## config.mk

```make
export PLATFORM = sky130hd
export DESIGN_NAME = load_store_unit
export DESIGN_NICKNAME = d
export VERILOG_FILES = /design/src/rtl/load_store_unit.sv
export SDC_FILE = /design/constraint.sdc
export NUM_CORES = 1
export LEC_CHECK = 0
export BUFFER_PORTS_ARGS = -buffer_cell sky130_fd_sc_hd__buf_2
export CAP_MARGIN = 20
export CORE_ASPECT_RATIO = 1.5
export CORE_UTILIZATION = 56
export CTS_CLUSTER_SIZE = 12
export DETAILED_ROUTE_END_ITERATION = 8
export GPL_ROUTABILITY_DRIVEN = 0
export PLACE_DENSITY = 0.86
export SLEW_MARGIN = 20
export SYNTH_ARGS = -nofsm -noshare
export SYNTH_HDL_FRONTEND = slang
export SYNTH_SLANG_ARGS = --single-unit
```

## constraint.sdc

```tcl
create_clock -name clk -period 4.3 [get_ports clk]
set_input_delay 0.215 -clock clk [delete_from_list [all_inputs] [get_ports clk]]
set_output_delay 0.215 -clock clk [all_outputs]
set_load 0.05 [all_outputs]
```

## src/rtl/load_store_unit.sv

```systemverilog
// Load/store unit: takes one memory op at a time from execute, runs it on a
// request/grant data bus and returns load results or a one-cycle exception.
package lsu_pkg;
    localparam int cXLEN = 32;

    typedef struct packed {
        logic             read;
        logic             write;
        logic [cXLEN-1:0] addr;
        logic [cXLEN-1:0] data;
        logic [2:0]       opType;
        logic [4:0]       rdAddr;
    } tMemOp;

    typedef struct packed {
        logic             dv;
        logic [4:0]       addr;
        logic [cXLEN-1:0] data;
    } tRegOp;
endpackage

module load_store_unit
    import lsu_pkg::*;
#(
    parameter int cBusTimeout = 255
) (
    input  logic             clk,
    input  logic             rstn,
    input  tMemOp            memOpIn,
    input  logic             memOpDv,
    output logic             memOpRdy,
    output logic             dMemReq,
    output logic             dMemWe,
    output logic [cXLEN-1:0] dMemAddr,
    output logic [cXLEN-1:0] dMemWData,
    output logic [3:0]       dMemBe,
    input  logic             dMemGnt,
    input  logic             dMemRValid,
    input  logic [cXLEN-1:0] dMemRData,
    output tRegOp            regOpOut,
    output logic             excDv,
    output logic [1:0]       excCode,
    output logic [cXLEN-1:0] excAddr
);
    localparam int CNT_W = $clog2(cBusTimeout + 1);
    localparam logic [CNT_W-1:0] CNT_LAST = CNT_W'(cBusTimeout - 1);

    typedef enum logic [1:0] {IDLE, REQ, WAIT, RESP} state_t;

    state_t           state;
    logic [CNT_W-1:0] cnt;
    logic [2:0]       op_type;
    logic [cXLEN-1:0] op_addr;
    logic [4:0]       op_rd;
    logic             accept;
    logic             bad_op;
    logic             misaligned;
    logic             legal_go;

    function automatic logic is_illegal(input tMemOp op);
        if (op.read == op.write)
            return 1'b1;
        if (op.write)
            return !(op.opType inside {3'b000, 3'b001, 3'b010});
        return !(op.opType inside {3'b000, 3'b001, 3'b010, 3'b100, 3'b101});
    endfunction

    function automatic logic is_misaligned(input tMemOp op);
        case (op.opType[1:0])
            2'b01:   return op.addr[0];
            2'b10:   return op.addr[1:0] != 2'b00;
            default: return 1'b0;
        endcase
    endfunction

    function automatic logic [3:0] byte_en(input logic [2:0] t, input logic [1:0] a);
        case (t[1:0])
            2'b00:   return 4'b0001 << a;
            2'b01:   return 4'b0011 << {a[1], 1'b0};
            default: return 4'b1111;
        endcase
    endfunction

    function automatic logic [cXLEN-1:0] store_data(input logic [2:0] t, input logic [cXLEN-1:0] d);
        case (t[1:0])
            2'b00:   return {4{d[7:0]}};
            2'b01:   return {2{d[15:0]}};
            default: return d;
        endcase
    endfunction

    function automatic logic [cXLEN-1:0] load_extract(input logic [2:0] t, input logic [1:0] a,
                                                      input logic [cXLEN-1:0] rdata);
        logic [cXLEN-1:0]  lane;
        logic signed [7:0]  lane_b;
        logic signed [15:0] lane_h;
        lane   = rdata >> {a, 3'b000};
        lane_b = lane[7:0];
        lane_h = lane[15:0];
        case (t)
            3'b000:  return cXLEN'(lane_b);
            3'b001:  return cXLEN'(lane_h);
            3'b100:  return {24'd0, lane[7:0]};
            3'b101:  return {16'd0, lane[15:0]};
            default: return lane;
        endcase
    endfunction

    assign memOpRdy   = (state == IDLE);
    assign accept     = memOpDv && memOpRdy;
    assign bad_op     = is_illegal(memOpIn);
    assign misaligned = is_misaligned(memOpIn);
    assign legal_go   = accept && !bad_op && !misaligned;

    // Captured op context; only meaningful while an op is outstanding.
    always_ff @(posedge clk) begin
        if (legal_go) begin
            op_type <= memOpIn.opType;
            op_addr <= memOpIn.addr;
            op_rd   <= memOpIn.rdAddr;
        end
    end

    always_ff @(posedge clk or negedge rstn) begin
        if (!rstn) begin
            state     <= IDLE;
            cnt       <= '0;
            dMemReq   <= 1'b0;
            dMemWe    <= 1'b0;
            dMemAddr  <= '0;
            dMemWData <= '0;
            dMemBe    <= '0;
            regOpOut  <= '0;
            excDv     <= 1'b0;
            excCode   <= 2'b00;
            excAddr   <= '0;
        end else begin
            excDv       <= 1'b0;
            regOpOut.dv <= 1'b0;
            case (state)
                IDLE: begin
                    if (accept && bad_op) begin
                        excDv   <= 1'b1;
                        excCode <= 2'b10;
                        excAddr <= memOpIn.addr;
                    end else if (accept && misaligned) begin
                        excDv   <= 1'b1;
                        excCode <= 2'b01;
                        excAddr <= memOpIn.addr;
                    end else if (legal_go) begin
                        state     <= REQ;
                        cnt       <= '0;
                        dMemReq   <= 1'b1;
                        dMemWe    <= memOpIn.write;
                        dMemAddr  <= {memOpIn.addr[cXLEN-1:2], 2'b00};
                        dMemWData <= store_data(memOpIn.opType, memOpIn.data);
                        dMemBe    <= byte_en(memOpIn.opType, memOpIn.addr[1:0]);
                    end
                end
                REQ: begin
                    if (dMemGnt) begin
                        dMemReq <= 1'b0;
                        cnt     <= '0;
                        state   <= dMemWe ? IDLE : WAIT;
                    end else if (cnt == CNT_LAST) begin
                        dMemReq <= 1'b0;
                        excDv   <= 1'b1;
                        excCode <= 2'b11;
                        excAddr <= op_addr;
                        state   <= IDLE;
                    end else begin
                        cnt <= cnt + 1'b1;
                    end
                end
                WAIT: begin
                    if (dMemRValid) begin
                        // rd 0 still finishes the bus read but writes nothing back
                        regOpOut.dv   <= (op_rd != 5'd0);
                        regOpOut.addr <= op_rd;
                        regOpOut.data <= load_extract(op_type, op_addr[1:0], dMemRData);
                        state         <= RESP;
                    end else if (cnt == CNT_LAST) begin
                        excDv   <= 1'b1;
                        excCode <= 2'b11;
                        excAddr <= op_addr;
                        state   <= IDLE;
                    end else begin
                        cnt <= cnt + 1'b1;
                    end
                end
                RESP:    state <= IDLE;
                default: state <= IDLE;
            endcase
        end
    end
endmodule
```

Word level (Yosys, flattened, before mapping):

Cells that the tools add are included.

* input port bits: 111
* flip-flop bits (word level): 191
* output and inout bits: 144
* word-level logic and storage cells: 120

* add/sub/neg operators: 1
* multiplexer cells: 52
* bitwise gates (word level): 2
* shifts and indexed selects: 3
* reductions and logical operators: 25
* equality and inequality tests: 21

Operators by type and width (count)
* two-way mux 32 bit: 5
* one-hot mux 32 bit (4 select lines): 1
* one-hot mux 32 bit (3 select lines): 1
* two-way mux 38 bit: 2
* one-hot mux 32 bit (2 select lines): 1
* two-way mux 8 bit: 6
* right shift 32 x 5 -> 32 bit: 1
* two-way mux 2 bit: 12
* one-hot mux 8 bit (3 select lines): 1
* two-way mux 1 bit: 17
* == test 3 bit, second input constant: 4
* AND reduction 5 bit: 2
* nonzero test 5 bit: 2
* adder 8 x 1 -> 8 bit, second input constant: 1
* == test 8 bit, second input constant: 1
* != test 2 bit, second input constant: 4
* one-hot mux 2 bit (4 select lines): 1
* one-hot mux 4 bit (2 select lines): 1
* AND reduction 4 bit: 2
* == test 2 bit, second input constant: 3
* == test 3 x 1 -> 1 bit, second input constant: 2
* zero test 3 bit: 2
* one-hot mux 2 bit (3 select lines): 1
* nonzero test 3 bit: 2
* other kinds (17): 29

Longest topological paths before layout:

Gate-level depths: netlist of run 1.

* depth after elaboration: 13
* gate-level depth with buffers: 12
* mapped depth without buffers: 8

Least setup slack after synthesis of run 1:

No wires, ideal clock.

* path kind: register -> register
* from: register state[0]
* to: register op_addr[0], enable pin
* buffers on the path: 3
* library setup time: 382 ps
* arrival: 2574 ps
* cell stages (with the launch flop): 9
* clock period less this slack: 2956 ps
* path slack: 1344 ps
* data required time: 3918 ps
* cell sequence: dfrtp_1 inv_1 ha_1 clkbuf_1 nand2_1 or3_1 buf_2 inv_2 buf_2

* word-level cells in the longest chain between the ends: 4

RTL lines
* start, declared: line 50 `state_t state;`
* start signal, assigned: line 164 `state <= dMemWe ? IDLE : WAIT;`
* zero test 2 bit: line 109 `assign memOpRdy = (state == IDLE);`
* net memOpRdy: line 31 `output logic memOpRdy,`
* logical AND 1 bit: line 110 `assign accept = memOpDv && memOpRdy;`
* logical AND 1 bit (2 in a row): line 113 `assign legal_go = accept && !bad_op && !misaligned;`
* net legal_go: line 58 `logic legal_go;`
* end signal, assigned: line 119 `op_addr <= memOpIn.addr;`
* end, declared: line 53 `logic [cXLEN-1:0] op_addr;`

The timed path passes the listed nets, and every way through them passes these cells.
A chain may end at the register's enable or synchronous reset.

Worst setup path in the final report of run 1:

* from: input port memOpIn[6] (netlist bit)
* to: register op_rd[3], enable pin

* word-level cells in the longest chain between the ends: 9
* elaborated cells between the ends (all ways): 19
* those cells by class: eq/ne: 6; mux: 4; reduce/logical: 9

RTL lines
* start, declared: line 29 `input tMemOp memOpIn,`
* == test 3 x 1 -> 1 bit, or another cell as far along: line 64, 65
* nonzero test 3 bit: line 64 `return !(op.opType inside {3'b000, 3'b001, 3'b010});`
* zero test 1 bit: line 64
* two-way mux 1 bit: line 63 `if (op.write)`
* two-way mux 1 bit: line 65 `return !(op.opType inside {3'b000, 3'b001, 3'b010, 3'b100, 3'b101});`
* two-way mux 1 bit: line 63
* zero test 1 bit: line 113
* logical AND 1 bit: line 113
* logical AND 1 bit *: line 113
* end signal, assigned: line 120 `op_rd <= memOpIn.rdAddr;`
* end, declared: line 54 `logic [4:0] op_rd;`

Mark *: on every way between the ends. The rest lies on a longest branch, timed or not.

==> results of run 1 <==
## kinds of logic (layout without fill, tap and decap cells)
group	count (synthesis)	after routing	share of synthesized area
buffers and inverters	57	338	0.0322
flip-flops	191	191	0.583
other	1	2	0.000439
AND/OR/NAND/NOR	268	268	0.130
multiplexers	90	90	0.118
AO/OA/AOI/OAI	157	157	0.122
XOR/XNOR	1	1	0.00103
adder cells (fa/ha/maj)	10	10	0.0146
## layout make-up
| class | instances | area [um2] |
|---|---|---|
| Tap cell | 196 | 245 |
| Clock buffer | 18 | 429 |
| Fill cell | 1010 | 3870 |
| Inverter | 8 | 31.3 |
| Multi-Input combinational cell | 528 | 3290 |
| Timing Repair Buffer | 298 | 1720 |
| Sequential cell | 191 | 4980 |
| Clock inverter | 14 | 163 |
## power breakdown
| part | internal (mW) | switching [mW] |
|---|---|---|
| logic | 1.21 | 3.44 |
| clock network | 0.785 | 0.772 |
| registers | 2.52 | 0.388 |
| total | 4.52 | 4.59 |
## what timing repair did
action,4_1_cts,5_1_grt
endpoints found under the setup margin,0,0
endpoints found under the hold margin,134,2
hold buffers,34,2
## flip-flops by register name (all words and copies together) (netlist names)
register   count
cnt            8
dMemBe         4
dMemAddr      30
dMemWe         1
state          2
regOpOut      38
op_addr       32
excCode        2
dMemReq        1
excDv          1
excAddr       32
dMemWData     32
op_rd          5
op_type        3
## routing by layer
metal | track usage | up-vias | wire length, um
met5 | 0 | - | 0
met4 | 0.138 | 0 | 873
met3 | 0.0530 | 55 | 1200
met2 | 0.521 | 285 | 12100
met1 | 0.347 | 3460 | 8810
li1 | - | 3259 | -
## worst max-delay path, delay by kind of cell
| family | cells | cell delay (ns) |
|---|---|---|
| buffers and inverters | 5 | 1.56 |
| adder cells (fa/ha/maj) | 1 | 0.55 |
| AO/OA/AOI/OAI | 2 | 0.55 |
| AND/OR/NAND/NOR | 1 | 0.49 |
## worst max-delay path by stage
stage | from | to | slack [ns] | cells after the start
2_1_floorplan | state[0] | op_addr[0] | 1.34 | 8
6_report | memOpIn[6] | op_rd[3] | 1.01 | 9
3_3_place_gp | memOpIn[6] | op_addr[19] | 1.30 | 8
4_1_cts | memOpIn[6] | op_addr[8] | 1.02 | 9
5_1_grt | memOpIn[5] | op_rd[3] | 0.86 | 9
3_5_place_dp | memOpIn[6] | op_addr[19] | 1.16 | 8
## stage by stage
stage                     utilization  cell area (um2)  setup slack (ns)
after global placement          0.673             9910              1.30
final                           0.737            10900              1.01
after CTS                       0.736            10800              1.02
after floorplan                     -             8550              1.34
after global routing            0.737            10900             0.863
after detailed placement        0.673             9910              1.16
## placed cells by master, fill, tap and decap left out, types with 17 or more instances in the layout
cell type	instances
sky130_fd_sc_hd__nor2_1	45
sky130_fd_sc_hd__o21ai_0	48
sky130_fd_sc_hd__a21oi_1	33
sky130_fd_sc_hd__clkbuf_16	17
sky130_fd_sc_hd__mux2_2	45
sky130_fd_sc_hd__nand2_1	185
sky130_fd_sc_hd__buf_2	251
sky130_fd_sc_hd__edfxtp_1	40
sky130_fd_sc_hd__mux2_1	28
sky130_fd_sc_hd__dfrtp_1	151
sky130_fd_sc_hd__a221o_1	18
sky130_fd_sc_hd__dlygate4sd3_1	36
==> flow_results.org, run 1 <==
** Critical path
- In this run the worst path has a maximum fanout of 31.
- The worst setup path is of the in2reg kind.
- CP endpoint kind :: flip-flop
- The startpoint identified for the worst register-to-register timing path is cnt[0].
- For the worst setup path, the data arrival time is 3.39 ns.
- Across all register-to-register paths, the minimum setup slack is 1.37 ns.
- Traced cell by cell, the critical path runs through dlygate4sd3_1, buf_2, inv_1, ha_1, o21bai_1, a211o_1, or3_2, clkinv_2, buf_4.
- Crit-path slowest cell :: sky130_fd_sc_hd__ha_1
- Terminus of the critical flop-to-flop path :: excAddr[8]
- Number of cells traversed by the worst register-to-register path :: 8
- Endpoint required time on the critical path :: 4.40 ns
- Kind of start point of the critical path :: primary input
- Largest stage delay, worst path :: 0.55 ns

** Power and ir drop
- In this run the static leakage power is 5.24 nW.
- Overall power :: 9.11 mW
- IR analysis of the VDD net gives a maximum drop of 506 uV.
- Total power per unit cell area :: 839 nW/um2

** Logic synthesis
- Ranked by instance count, the synthesized netlist is headed by sky130_fd_sc_hd__nand2_1 (185), sky130_fd_sc_hd__dfrtp_1 (151), sky130_fd_sc_hd__o21ai_0 (48).
- Number of warning messages in the yosys log :: 0
- By area the synthesized netlist is led by sky130_fd_sc_hd__dfrtp_1 (44%), sky130_fd_sc_hd__edfxtp_1 (14%), sky130_fd_sc_hd__nand2_1 (8.1%).
- Post-Syn Area per Cell :: 11.0 um2
- The share of synthesized area in the top cell type comes to 0.442.
- Synth Cell Area :: 8540 um2
- Most common flop cell mapped by yosys :: sky130_fd_sc_hd__dfrtp_1
- Count of unique library cells instantiated by Yosys :: 52
- The synthesized design contains 40 enable-type register cells.
- In the post-synthesis netlist, the cell with the most instances is sky130_fd_sc_hd__nand2_1.
- Share of flip-flops with an asynchronous set or reset after synthesis :: 0.791
- Number of flip-flops and latches in the synthesized netlist :: 191
- Library cell occupying the most area in the post-synthesis netlist :: sky130_fd_sc_hd__dfrtp_1
- For this run, the register share of the synthesized area comes to 0.583.
- Synthesis produced 775 cells.

** Finish
- Nets :: 1165
- Antenna diode count :: 0
- Final instance count without filler cells :: 1253
- Area growth from synthesis to final layout :: 27.1%
- Of the cells placed in the final design, the portion with a size suffix greater than 1 is 0.330.

** Floorplan
- The region available for standard cell placement spans 14700 um2.
- In this run the horizontal extent of the chip is 103 um.
- Top Ports :: 255
- Initial standard-cell utilization of the core :: 0.580
- Total number of placement rows :: 54
- The floorplan step set the die height to 153 um.
- The floorplan step defined a die boundary enclosing 15800 um2.

** GRT
- Largest net degree at the start of global routing :: 98
- Across every metal layer, demand over resource in global routing totals 0.298.
- Via count of the first global-routing pass :: 6923
- First-pass GRT wire length :: 35500 um
- Global routing finished with a remaining overflow of 0.
- Number of antenna violations at the first check in global routing :: 0

** Clocking
- The tree is rooted in a sky130_fd_sc_hd__clkbuf_16.
- Clock-pin slew was measured on the worst setup and hold paths at 0.07 ns.
- The clock passes through at most 2 buffers.
- In this run the number of H-tree levels came out at 4.
- Clock tree from TritonCTS :: yes
- For this design, the sink count on the clock tree is 191.
- In this run, CTS created clock tree buffers numbering 17.
- Number of resized instances in the post-cts repair step :: 0
- Clock latency reported for the late side of the worst-skew pair :: 0.43 ns
- Post-CTS Setup Repair Bufs :: 0

** Timing
- The number of endpoints with negative hold slack in the final report was 0.
- Max transition margin :: 0.398
- Part of the cycle the worst path needs :: 0.765
- At the pin with the least slew margin, the transition time is 0.903 ns.
- Setup repair after global routing left no endpoint under its margin.
- Setup violations remaining at the end of the flow were counted as 0.
- Post-route worst hold slack :: 0.0268 ns
- Worst Clk Skew :: 0.0213 ns
- The count of final max-slew check failures came to 0.
- Final critical-path required period :: 3.29 ns
- In the final timing run, aggregate negative setup slack is 0 ns.
- Derived from the worst setup path, the maximum achievable clock frequency is 304 MHz.

** Placement
- Port Buffer Count :: 252
- Placed Cells incl. Taps :: 1185
- Placed wire-length estimate :: 15400 um

** Min path
- Worst min-delay path startpoint :: memOpIn[44]
- Worst Hold Path EP :: op_addr[4]
- Hold Path Depth :: 1
- In this run the worst hold path is classified as in2reg.

** Flow run
- Maxcap violations :: 0

** Route
- Routed len/inst :: 18.4 um
- In this run the remaining antenna-violating nets after routing total 0.
- Drt initial violations :: 404
- After detailed routing, the number of vias per cell comes to 5.63.
- For this block, the routed nets add up to 23000 um of wire.
- The routed layout has 7059 vias.
- For this run, design rule violations remaining after detail routing come to 0.
- Number of optimization iterations in the first detailed-route pass :: 5

** Run status
- Outcome :: completed
Note: power is estimated with default switching activity, not from simulation.
==> run 2, diff against run 1 <==
Settings changed: CORE_UTILIZATION 56 to 52, PLACE_DENSITY 0.86 to 0.8.
Clock period 4.3 ns to 3.4 ns, I/O delays scaled along.
==> run 2 against run 1 <==
Net effect: non-clock buffer count grew 20; clock power grew 33%; core utilization shrank 4.8 points; sequential power grew 25%.
==> flow_results.org, run 2 (synthesis results as in run 1) <==
** Route
- The final routed wire length divided by cell count came to 18.0 um (-2.1%).
- Number of optimization iterations in the first detailed-route pass :: 4 (-1)
- Drt initial violations :: 420 (+4.0%)
- Detailed Route WL :: 23100 um (+0.24%)
- The routed via count divided by cell count was 5.53 (-1.9%).
- The final routed DRC violation total was 0 (unchanged).
- Final ANT Viol Nets :: 0 (unchanged)
- Vias :: 7093 (+0.48%)

** Critical path
- Tracing the worst setup path back leads to its startpoint at memOpIn[6].
- Worst EP arrival :: 2.94 ns (-0.45 ns)
- The peak fanout along the critical path was 51 (+65%).
- The worst setup path is launched from a primary input.
- FF-to-FF Start :: cnt[0]
- Crit path kind :: in2reg
- The required time at the worst-slack endpoint was 3.47 ns (-0.93 ns).
- STA classifies the critical path endpoint as a flip-flop.

** GRT
- The final global-route overflow total came to 0 (unchanged).
- Largest net degree at the start of global routing :: 81 (-17%)
- First-pass GRT wire length :: 37100 um (+4.4%)
- The via count of the first global-routing pass is 7324 (+5.8%).
- Global Route Usage Sum :: 0.281 (-0.0167)
- Number of antenna violations at the first check in global routing :: 0 (unchanged)

** Clocking
- Clock Path Buffers :: 2 (unchanged)
- Post-CTS Setup Repair Bufs :: 0 (unchanged)
- The H-tree depth came to 4 (unchanged).
- Clock tree from TritonCTS :: yes
- The number of resized instances in the post-cts repair step was 0 (unchanged).
- The quantity of hold-fixing buffers added after cts came to 51 (+50%).
- The number of clock buffers inserted by TritonCTS was 17 (unchanged).
- The clock insertion delay at the later pin of the skew report is 0.43 ns (about the same).
- Root cell of the clock tree :: sky130_fd_sc_hd__clkbuf_16
- Sink count of the clock tree :: 191 (unchanged)
- Clock transition at the registers of the reported paths :: 0.08 ns (about the same)

** Timing
- The total negative setup slack came to 0 ns (unchanged).
- The worst path in the final design needs a cycle of 2.87 ns, including I/O delays and setup.
- Total of endpoints with negative setup slack in the final report :: 0 (unchanged)
- The final worst setup slack was 0.527 ns (-0.485 ns).
- Setup repair after global routing left no endpoint under its margin.
- The worst slew margin relative to its limit is 0.431 (+0.0327).
- The post-route clock skew was 0.0135 ns (-0.00783 ns).
- Max Slew Vio Count :: 0 (unchanged)
- Part of the cycle the worst path needs :: 0.845
- The transition time at the pin with the least slew margin is 0.853 ns (-0.0491 ns).
- Derived from the worst setup path, the maximum achievable clock frequency is 348 MHz.
- The number of endpoints with negative hold slack in the final report was 0 (unchanged).

** Power and ir drop
- The static leakage power is 5.35 nW (+2.1%).
- Max rail drop VDD :: 628 uV (+24%)
- The power per cell area came to 1050 nW/um2 (+25%).

** Placement
- The number of buffers inserted by port buffering is 252 (unchanged).
- Placement-stage cell area :: 9970 um2 (+0.63%)
- The number of placed instances with taps included was 1200 (+1.3%).
- Worst-case setup slack after placement :: 0.740 ns (-0.421 ns)
- The detailed placement HPWL was 15700 um (+1.9%).

** Finish
- The post-route non-filler standard cell count is 1283 (+2.4%).
- Cell area after layout :: 11100 um2 (+2.2%)
- Proportion of layout cells with a drive suffix above 1 :: 0.330 (-0.000560)
- Register with the most flip-flops :: regOpOut
- Most frequent standard cell in the layout excluding fill and tap cells :: sky130_fd_sc_hd__buf_2
- Max reg flops :: 38 (unchanged)
- Highest-count cells in the layout ignoring fill and taps :: sky130_fd_sc_hd__buf_2 (251), sky130_fd_sc_hd__nand2_1 (185), sky130_fd_sc_hd__dfrtp_1 (151), sky130_fd_sc_hd__dlygate4sd3_1 (51), sky130_fd_sc_hd__o21ai_0 (48)
- The antenna diode instance count is 0 (unchanged).
- Nets :: 1185 (+1.7%)
- Area growth from synthesis to final layout :: 29.9%

** Min path
- Worst hold path type :: in2reg
- The startpoint identified for the worst hold timing path is memOpIn[28].

** Floorplan
- Die boundary height :: 159 um (+3.7%)
- Die Footprint :: 17000 um2 (+7.6%)
- The width of the die is 107 um (+3.7%).
- Total number of placement rows :: 57 (+5.6%)
- Core area :: 16100 um2 (+9.4%)
- The number of top-level pins came to 255 (unchanged).
- Initial standard-cell utilization of the core :: 0.530 (-0.0500)

** Flow run
- The number of maximum-capacitance violations is 0 (unchanged).

** Run status
- Outcome :: completed
==> run 2: cell types whose count changed in the layout (fill, tap and decap cells not counted) <==
cell	delta
sky130_fd_sc_hd__dlygate4sd3_1	+15
sky130_fd_sc_hd__buf_4	+4
sky130_fd_sc_hd__inv_6	-4
sky130_fd_sc_hd__inv_12	+3
sky130_fd_sc_hd__inv_8	+2
sky130_fd_sc_hd__buf_12	+1
sky130_fd_sc_hd__clkbuf_1	-1
sky130_fd_sc_hd__clkinv_2	+1
sky130_fd_sc_hd__inv_4	-1
==> run 2: final cells by class <==
type / count / area, um2
clock inverter: 15 / 198
inverter: 8 / 31.3
fill: 1195 / 5020
timing repair buffer: 318 / 1920
multi-input combinational: 528 / 3290
clock buffer: 17 / 425
tap: 206 / 258
sequential: 191 / 4980
==> run 2: metal layers <==
layer / routed length, um / GRT usage / up-vias / share of wire
li1: - / - / 3296 / -
met5: 0 / 0 / - / 0
met4: 1030 / 0.144 / 0 / 0.045
met2: 12300 / 0.507 / 308 / 0.53
met3: 1310 / 0.0577 / 71 / 0.057
met1: 8450 / 0.306 / 3418 / 0.37
==> run 2: worst paths after layout <==
check | to | slack (ns) | cells after the start
min | dMemWData[20] | 0.01 | 3
max in group asynchronous | dMemWData[6] | 2.31 | 3
max | op_addr[11] | 0.53 | 10
min reg2reg | regOpOut[3] | 0.48 | 2
min in group asynchronous | regOpOut[3] | 0.21 | 2
max reg2reg | excAddr[14] | 0.83 | 8
==> run 2: worst max-delay path, stage by stage <==
cell and delay, ns:
sky130_fd_sc_hd__dlygate4sd3_1 0.56, sky130_fd_sc_hd__buf_2 0.16, sky130_fd_sc_hd__inv_1 0.10, sky130_fd_sc_hd__ha_1 0.16, sky130_fd_sc_hd__buf_4 0.21, sky130_fd_sc_hd__o21bai_1 0.11
sky130_fd_sc_hd__a211o_1 0.37, sky130_fd_sc_hd__or3_2 0.50, sky130_fd_sc_hd__clkinv_2 0.07, sky130_fd_sc_hd__buf_4 0.48
==> run 2: report_power, final <==
group | leakage [nW] | total, mW | switching [mW] | internal (mW)
sequential | 2.22 | 3.63 | 0.447 | 3.18
combinational | 2.82 | 5.92 | 4.34 | 1.58
clock | 0.303 | 2.07 | 1.05 | 1.02
total | 5.35 | 11.6 | 5.84 | 5.78
==> run 2: stage by stage <==
step | hold WS (ns) | total power [mW] | utilization
final | 0.0126 | 11.6 | 0.689
after global placement | 0.119 | 9.41 | 0.618
after floorplan | -0.126 | 8.06 | -
after global routing | 0.0190 | 12.1 | 0.689
after CTS | 0.0000870 | 11.6 | 0.689
after detailed placement | 0.121 | 9.52 | 0.618
==> run 3, diff against run 2 <==
Settings changed: ABC_AREA set to 1.
Clock period 3.4 ns to 2.8 ns, I/O delays scaled along.
==> run 3 against run 2 <==
Net effect: die area grew 3.6%; core utilization down 0.49 points; worst setup slack worse by 0.23 ns; total power up 24%; clock power is 20% higher; synthesized cell count increased by 36%; flip-flop and latch count unchanged; critical path type unchanged.
==> flow_results.org, run 3 <==
** Run status
- The flow ran to the end, and the final reports show no timing, DRC or antenna violations.

** Min path
- The tightest min-delay check is of the in2reg type.
- The worst hold path terminates at dMemWData[27].
- The hold-critical path depth came to 5 (+2).
- The worst hold path begins at memOpIn[35].

** Route
- Detailed Route WL :: 25000 um (+8.4%)
- The routed via count divided by cell count came to 5.33 (-3.6%).
- The final routed DRC violation total is 0 (unchanged).
- The iteration-0 DRC count of the detailed router was 863 (+110%).
- Number of optimization iterations in the first detailed-route pass :: 6 (+2)
- The final routed wire length divided by cell count is 16.0 um (-11%).
- Final ANT Viol Nets :: 0 (unchanged)
- Vias :: 8331 (+17%)

** Critical path
- FF-to-FF Start :: state[1]
- Worst EP arrival :: 2.80 ns (-0.14 ns)
- Highest fanout seen on the critical path :: 30 (-41%)
- The worst setup path is of the in2reg kind.
- The buffer and inverter count on the worst path is 3 (-3).
- In this design, the critical path's most frequently occurring cell is sky130_fd_sc_hd__nand2_1.
- STA classifies the critical path startpoint as a primary input.
- The register-to-register setup slack came to 0.53 ns (-0.30 ns).
- CP cell instances :: dlygate4sd3_1, buf_2, inv_1, ha_1, nor2_1, nand2_1, nand2_1, nor2_1, nand2_4, nand2_2, nand2_1, nand2_1, o21ai_1
- Among cell families on the critical path, the largest total delay comes from simple AND/OR/NAND/NOR gates.
- The count of cells along the worst register-to-register path is 9 (+1).
- Terminus of the critical flop-to-flop path :: cnt[6]
- Crit-path slowest cell :: sky130_fd_sc_hd__dlygate4sd3_1
- The largest stage delay on the critical path is 0.55 ns (about the same).
- CP endpoint kind :: flip-flop
- The required time at the worst-slack endpoint is 3.11 ns (-0.36 ns).

** Timing
- The worst path needs 2.50 ns of the cycle, external delays included.
- Of the available clock period, the critical path in the final layout requires 0.892.
- The worst hold slack after final layout came to 0.00837 ns (-0.00427 ns).
- The count of final max-slew check failures came to 0 (unchanged).
- The number of endpoints with negative hold slack in the final report came to 0 (unchanged).
- The transition time at the pin with the least slew margin is 0.997 ns (+0.143 ns).
- Setup repair after global routing left no endpoint under its margin.
- Total of endpoints with negative setup slack in the final report :: 0 (unchanged)
- Highest achievable clock rate :: 400 MHz
- The worst slew margin relative to its limit was 0.333 (-0.0976).
- Worst Clk Skew :: 0.00890 ns (-0.00457 ns)
- The total negative setup slack came to 0 ns (unchanged).

** Finish
- Area used by multi-input combinational logic :: 3240 um2 (-1.5%)
- Compared with the post-synthesis result, the final layout area differs by 28.9%.
- The number of fill cells in the layout is 1348 (+13%).
- The share of layout cells above drive strength 1 came to 0.234 (-0.0955).
- The flip-flop count of the largest register after layout is 38 (unchanged).
- Highest-count cells in the layout ignoring fill and taps :: sky130_fd_sc_hd__nand2_1 (392), sky130_fd_sc_hd__buf_2 (251), sky130_fd_sc_hd__dfrtp_1 (151), sky130_fd_sc_hd__o21ai_0 (102), sky130_fd_sc_hd__inv_1 (93)
- Register with the most flip-flops :: regOpOut
- The final layout net count is 1458 (+23%).
- Leaving out fill and tap cells, the most frequent cell in the layout is sky130_fd_sc_hd__nand2_1.
- The area taken by flip-flops and latches was 4980 um2 (unchanged).
- The post-route non-filler standard cell count is 1563 (+22%).

** Logic synthesis
- Dominant cell by count in the synthesized netlist :: sky130_fd_sc_hd__nand2_1
- For this run, the leading register cell type out of synthesis is sky130_fd_sc_hd__dfrtp_1.
- The number of synthesized register bits is 191 (unchanged).
- Library cell occupying the most area in the post-synthesis netlist :: sky130_fd_sc_hd__dfrtp_1
- Sequential cell area fraction in the yosys report :: 0.562 (-0.0206)
- Synth top cells by count :: sky130_fd_sc_hd__nand2_1 (392), sky130_fd_sc_hd__dfrtp_1 (151), sky130_fd_sc_hd__o21ai_0 (102)
- The cell area after synthesis was 8860 um2 (+3.7%).
- The number of warnings printed during yosys synthesis came to 0 (unchanged).
- Instance count of the mapped netlist :: 1057 (+36%)
- Main area contributors after synthesis :: sky130_fd_sc_hd__dfrtp_1 (43%), sky130_fd_sc_hd__nand2_1 (17%), sky130_fd_sc_hd__edfxtp_1 (14%)
- Share of flip-flops with an asynchronous set or reset after synthesis :: 0.791 (unchanged)
- The top-area cell type share of the netlist area is 0.427 (-0.0156).
- Post-Syn Area per Cell :: 8.38 um2 (-24%)
- Count of unique library cells instantiated by Yosys :: 29 (-44%)
- The number of enable flip-flop cells after synthesis came to 40 (unchanged).

** Flow run
- The number of maximum-capacitance violations is 0 (unchanged).

** GRT
- Global Route Usage Sum :: 0.294 (+0.0135)
- Number of antenna violations at the first check in global routing :: 3 (+3)
- Via count of the first global-routing pass :: 8057 (+10%)
- First-pass GRT wire length :: 39600 um (+6.6%)
- The final global-route overflow total is 0 (unchanged).
- Largest net degree at the start of global routing :: 84 (+3.7%)

** Floorplan
- Top Ports :: 255 (unchanged)
- The floorplan die area is 17600 um2 (+3.6%).
- The core footprint was 16700 um2 (+3.6%).
- Die boundary height :: 162 um (+1.8%)
- The width of the die came to 109 um (+1.8%).
- The starting utilization of the core area is 0.531 (+0.000540).
- Total number of placement rows :: 58 (+1.8%)

** Clocking
- Number of H-tree levels :: 4 (unchanged)
- The maximum number of buffers from clock root to sink is 2 (unchanged).
- The clock transition at the registers of the reported paths is 0.07 ns (about the same).
- The clock insertion delay at the later pin of the skew report is 0.44 ns (about the same).
- TritonCTS built the clock tree.
- Number of clock buffers inserted by TritonCTS :: 17 (unchanged)
- Root cell of the clock tree :: sky130_fd_sc_hd__clkbuf_16
- The number of resized instances in the post-cts repair step came to 0 (unchanged).
- Sink count of the clock tree :: 191 (unchanged)

** Placement
- Port Buffer Count :: 252 (unchanged)
- The detailed placement HPWL came to 16600 um (+5.9%).
- Placed Cells incl. Taps :: 1476 (+23%)

** Power and ir drop
- The power per cell area is 1270 nW/um2 (+21%).
- Max rail drop VDD :: 861 uV (+37%)
- The static leakage power is 6.07 nW (+14%).
run 3: worst max path at each step:
stage / start / end / slack (ns) / depth (start not counted)
after floorplan: state[1] / op_addr[0] / 0.22 / 7
after global placement: memOpIn[6] / cnt[5] / 0.57 / 12
after detailed placement: memOpIn[6] / cnt[6] / 0.48 / 12
after CTS: memOpIn[6] / cnt[6] / 0.30 / 13
after global routing: memOpIn[6] / cnt[6] / 0.09 / 13
final: memOpIn[6] / cnt[6] / 0.30 / 13
run 3: area by class of cell:
| class | count | share of cell area |
|---|---|---|
| clock inverters | 14 | 0.0152 |
| inverters | 97 | 0.0319 |
| well taps | 210 | 0.0230 |
| clock buffers | 18 | 0.0376 |
| multi-input cells | 709 | 0.284 |
| flip-flops and latches | 191 | 0.436 |
| repair buffers | 321 | 0.171 |
| diodes | 3 | 0.000658 |
run 3: what timing repair did:
| item | in CTS | in global routing |
|---|---|---|
| hold endpoints to repair | 126 | 0 |
| setup endpoints to repair | 0 | 0 |
| hold buffers | 52 | 0 |
| setup buffers | 0 | 0 |
run 3: routing by layer:
layer  global-route usage  share of wire
met5                    0              0
met4                0.186          0.054
met3               0.0618          0.071
met2                0.482           0.49
met1                0.349           0.38
run 3: stage by stage:
step | setup slack, ns | util | power (mW) | cell area (um2)
floorplan | 0.216 | - | 10.0 | 8860
global placement | 0.569 | 0.616 | 11.8 | 10300
detailed placement | 0.475 | 0.616 | 11.9 | 10300
CTS | 0.304 | 0.683 | 14.5 | 11400
global route | 0.0916 | 0.684 | 15.3 | 11400
finish | 0.302 | 0.684 | 14.5 | 11400
run 3: where the power goes:
part / switching (mW) / leakage, nW / internal, mW
Clock: 1.14 / 0.285 / 1.35
Combinational: 5.84 / 3.54 / 1.66
Sequential: 0.583 / 2.25 / 3.87
Total: 7.57 / 6.07 / 6.88
run 3: cell families after synthesis:
kind of cell	Yosys count	share of synthesized area
buffers and inverters	158	0.0730
adders and majority gates	10	0.0141
DFF	191	0.562
other	1	0.000423
AOI/OAI and AO/OA	186	0.120
and+or+nand+nor	511	0.231
run 3: worst min-delay path, stage by stage:
cell,delay (ns)
sky130_fd_sc_hd__buf_2,0.08
sky130_fd_sc_hd__nand2_1,0.04
sky130_fd_sc_hd__nand2_1,0.05
sky130_fd_sc_hd__nand2_1,0.04
sky130_fd_sc_hd__nand2_1,0.05
